`src/rtl/stream_demux_1ton.sv`:
```
// Registered 1:N stream demultiplexer with addressed or round-robin routing.
// Each output channel owns a one-entry register so backpressure stays local.
module stream_demux_1ton #(
    parameter int NUM_CH = 4,
    parameter int DATA_W = 8,
    parameter int SEL_W  = 2,
    parameter int MODE   = 0
) (
    input  logic                     clk,
    input  logic                     rst_n,
    input  logic                     s_valid,
    output logic                     s_ready,
    input  logic [DATA_W-1:0]        s_data,
    input  logic [SEL_W-1:0]         s_sel,
    output logic [NUM_CH-1:0]        m_valid,
    input  logic [NUM_CH-1:0]        m_ready,
    output logic [NUM_CH*DATA_W-1:0] m_data,
    output logic                     drop_pulse,
    output logic [7:0]               drop_cnt,
    output logic [SEL_W-1:0]         rr_ptr
);

    generate
        if ((2 ** SEL_W) < NUM_CH) begin : g_bad_sel_w
            $error("stream_demux_1ton: SEL_W too narrow for NUM_CH");
        end
    endgenerate

    localparam logic [SEL_W:0]   NUM_CH_L = (SEL_W + 1)'(NUM_CH);
    localparam logic [SEL_W-1:0] LAST_CH  = SEL_W'(NUM_CH - 1);

    logic [SEL_W-1:0]         rr_ptr_q, rr_ptr_d;
    logic [NUM_CH-1:0]        m_valid_q, m_valid_d;
    logic [NUM_CH*DATA_W-1:0] m_data_q, m_data_d;
    logic                     drop_q, drop_d;
    logic [7:0]               drop_cnt_q, drop_cnt_d;

    logic [SEL_W-1:0] dest;
    logic             in_range;
    logic             dest_full;
    logic             accept;

    // Destination, range check and input handshake (no s_valid -> s_ready path)
    always_comb begin
        dest      = (MODE == 1) ? rr_ptr_q : s_sel;
        in_range  = (MODE == 1) || ({1'b0, s_sel} < NUM_CH_L);
        dest_full = 1'b0;
        for (int i = 0; i < NUM_CH; i++) begin
            if (dest == SEL_W'(i)) begin
                dest_full = m_valid_q[i] && !m_ready[i];
            end
        end
        s_ready = !in_range || !dest_full;
        accept  = s_valid && s_ready;
    end

    // Per-channel register: drain clears valid, a fill on the same edge wins
    always_comb begin
        m_valid_d = m_valid_q;
        m_data_d  = m_data_q;
        for (int i = 0; i < NUM_CH; i++) begin
            if (m_ready[i]) begin
                m_valid_d[i] = 1'b0;
            end
            if (accept && in_range && (dest == SEL_W'(i))) begin
                m_valid_d[i]                = 1'b1;
                m_data_d[i*DATA_W +: DATA_W] = s_data;
            end
        end
    end

    // Out-of-range beats are swallowed and counted (saturating)
    always_comb begin
        drop_d     = accept && !in_range;
        drop_cnt_d = drop_cnt_q;
        if (drop_d && (drop_cnt_q != 8'hFF)) begin
            drop_cnt_d = drop_cnt_q + 8'd1;
        end
    end

    // Round-robin pointer moves only on an accepted beat
    always_comb begin
        rr_ptr_d = rr_ptr_q;
        if ((MODE == 1) && accept) begin
            rr_ptr_d = (rr_ptr_q == LAST_CH) ? '0 : rr_ptr_q + SEL_W'(1);
        end
    end

    // State registers
    always_ff @(posedge clk or negedge rst_n) begin
        if (!rst_n) begin
            rr_ptr_q   <= '0;
            m_valid_q  <= '0;
            m_data_q   <= '0;
            drop_q     <= 1'b0;
            drop_cnt_q <= 8'd0;
        end else begin
            rr_ptr_q   <= rr_ptr_d;
            m_valid_q  <= m_valid_d;
            m_data_q   <= m_data_d;
            drop_q     <= drop_d;
            drop_cnt_q <= drop_cnt_d;
        end
    end

    assign m_valid    = m_valid_q;
    assign m_data     = m_data_q;
    assign drop_pulse = drop_q;
    assign drop_cnt   = drop_cnt_q;
    assign rr_ptr     = rr_ptr_q;

endmodule

```
`config.mk`:
```
export PLATFORM = sky130hd
export DESIGN_NAME = stream_demux_1ton
export DESIGN_NICKNAME = d
export VERILOG_FILES = /design/src/rtl/stream_demux_1ton.sv
export SDC_FILE = /design/constraint.sdc
export NUM_CORES = 1
export LEC_CHECK = 0
export ABC_CLOCK_PERIOD_IN_PS = 2400
export BUFFER_PORTS_ARGS = -buffer_cell sky130_fd_sc_hd__buf_2
export CAP_MARGIN = 25
export CORE_MARGIN = 2
export CORE_UTILIZATION = 45
export CTS_CLUSTER_DIAMETER = 150
export CTS_CLUSTER_SIZE = 25
export DETAILED_ROUTE_END_ITERATION = 7
export PLACE_DENSITY = 0.75
export REMOVE_ABC_BUFFERS = 1
export SLEW_MARGIN = 10
export SYNTH_ARGS = -nofsm -noshare
export SYNTH_HDL_FRONTEND = slang
export SYNTH_SLANG_ARGS = --single-unit
export TNS_END_PERCENT = 5
```
`constraint.sdc`:
```
create_clock -name clk -period 2.4 [get_ports clk]
set_clock_uncertainty 0.2 [all_clocks]
set_input_delay 0.48 -clock clk [delete_from_list [all_inputs] [get_ports clk]]
set_output_delay 0.48 -clock clk [all_outputs]
set_load 0.02 [all_outputs]
```
==> results.cfg <==
[power_and_ir_drop]
p_leak_nw = 0.913
power.density_nw_per_um2 = 857
peakVddDrop_mv = 0.428

[grt]
track_usage_pct = 16.2
grt-ovfl-total = 0
antenna_found_initial = 0
grt_pass1_wl_um = 4170
grt_max_degree = 37
grt_pass1_vias = 901

[clock_network]
root_buffer = clkbuf_4
path_clk_slew_ns = 0.11
clk_path_buf_depth = 2
htree_levels = 2
post_cts_buffers = 0
cts_sinks = 36
cts-hold-fix-buffers = 0
clk_latency_ns = 0.32
cts_tree = yes
post_cts_resized = 0
cts_buffers = 5

[sta]
worst_pin_slew_ns = 0.786
relSlewSlack_pct = 47.6
setup_tns_ns = 0
hold_viol_final = 0
rsz0062_at_grt = no
finalSetupViolations = 0
layout_min_cycle_time_ns = 2.14
fmax_mhz = 468
finalCritPeriodShare_pct = 89.1
drv_slew = 0

[die]
die_h_um = 61.9
start_util_pct = 45.9
io_pins = 65
die_x_um = 61.9
fp-row-count = 21
die_area_um2 = 3830
core-area_um2 = 3280

[worst_setup_path]
crit_arrival_ns = 1.46
r2r_setup_slack_ns = 0.68
crit_type = reg -> out
reg2regPathDepth = 3
r2r-end = m_data[15]
cp_max_fo = 3
startpoint_type = flop
r2r_start = m_valid[1]
cp-end-kind = output pin
worstPathRequired_ns = 1.72

[detailed_routing]
vias = 937
drt-total-wl_um = 2960
first_iter_violations = 36
antenna_left = 0
via_per_inst = 4.53
drt_pre_antenna_iters = 3
wl_per_cell_um = 14.3
drc = 0

[final_layout]
final_common_cell = buf_2
layout-drive-gt1-share_pct = 61.5
syn_to_final_growth_pct = 23.1
instances_no_fill = 207
antennaDiodeCount = 0
mostFrequentLayoutCells = 53 x buf_2, 36 x dfrtp_1, 32 x mux2_2
layout.nets = 177
fin_area_um2 = 1850

[synth]
yosys_warnings = 0
syn_area_um2 = 1510
synth_cell_types = 16
ys_ff_latch = 36
yosysSeqAreaShare_pct = 59.8
syn_inst = 100
syn_area_per_cell_um2 = 15.1

[outcome]
status = complete, no violations

[placement]
place_area_um2 = 1790
io_buffers = 53
place_inst = 199
hpwl_um = 2140
globalplace.congestion = 0.736

[flow_run]
maxCapViolations = 0

[min_path]
hold_class = in -> async
==> kinds of logic after synthesis <==
group	after synthesis	share of synthesized area, %
flops	36	59.8
mux	33	25.7
simple gates	14	6.73
buf+inv	14	6.73
compound gates	2	0.830
other cells	1	0.249
==> sequential cells by signal, indices dropped and copies added (netlist names) <==
| signal | count |
|---|---|
| m_data | 32 |
| m_valid | 4 |
==> report_power, final <==
part / total (mW) / internal [mW] / leakage, nW / switching, mW
combinational: 0.472 / 0.189 / 0.451 / 0.283
sequential: 0.781 / 0.724 / 0.431 / 0.0571
clock: 0.336 / 0.143 / 0.0315 / 0.192
total: 1.59 / 1.06 / 0.913 / 0.533
==> final cells by class <==
class,count,area [um^2]
repair buffers,56,288
inverters,1,3.75
well taps,46,57.6
flip-flops and latches,36,901
multi-input cells,60,542
clock buffers,7,55.1
fillers,283,1430
clock inverters,1,7.51
==> layer usage <==
| layer | wire length [um] | global-route usage (%) | vias to the layer above |
|---|---|---|---|
| met5 | 0 | 0 | - |
| met4 | 68 | 12.2 | 0 |
| met3 | 159 | 4.55 | 7 |
| met2 | 1390 | 22.6 | 38 |
| met1 | 1340 | 21.3 | 445 |
| li1 | - | - | 447 |
==> critical path, cell delays in order, from the launching register on <==
cell	delay, ns
dfrtp_1	0.37
nand2b_1	0.09
mux4_1	0.50
buf_2	0.17
==> synth_stat cells <==
| cell | count | area (um^2) |
|---|---|---|
| conb_1 | 1 | 3.75 |
| nor3b_4 | 1 | 18.8 |
| inv_1 | 1 | 3.75 |
| nand3b_1 | 1 | 7.51 |
| a21o_1 | 1 | 7.51 |
| dfrtp_1 | 36 | 901 |
| nand3_1 | 1 | 5.00 |
| mux2_2 | 32 | 360 |
| o21ai_0 | 1 | 5.00 |
| nor3b_2 | 1 | 12.5 |
| nand2_1 | 2 | 7.51 |
| nand2_2 | 2 | 12.5 |
| buf_4 | 13 | 97.6 |
| mux4_1 | 1 | 26.3 |
| nand2b_1 | 4 | 25.0 |
| nor2b_1 | 2 | 12.5 |
==> how the worst max path moves through the flow <==
stage | startpoint | slack, ns | depth (start not counted) | endpoint
floorplan | m_ready[2] | 0.48 | 2 | s_ready
global placement | m_ready[0] | 0.34 | 4 | s_ready
detailed placement | m_ready[0] | 0.29 | 4 | s_ready
CTS | m_valid[0] | 0.23 | 3 | s_ready
global route | m_valid[2] | 0.17 | 3 | s_ready
finish | m_valid[2] | 0.26 | 3 | s_ready
==> stage by stage <==
stage	util (%)	hold WS (ns)	total power [mW]	setup slack, ns
after floorplan	-	-0.0156	1.08	0.483
after global placement	54.6	0.284	1.25	0.336
after detailed placement	54.6	0.290	1.27	0.292
after CTS	56.5	0.0281	1.61	0.233
after global routing	56.5	0.0646	1.69	0.174
final	56.5	0.0194	1.59	0.263
No activity file was read; power rests on OpenSTA's default activity.
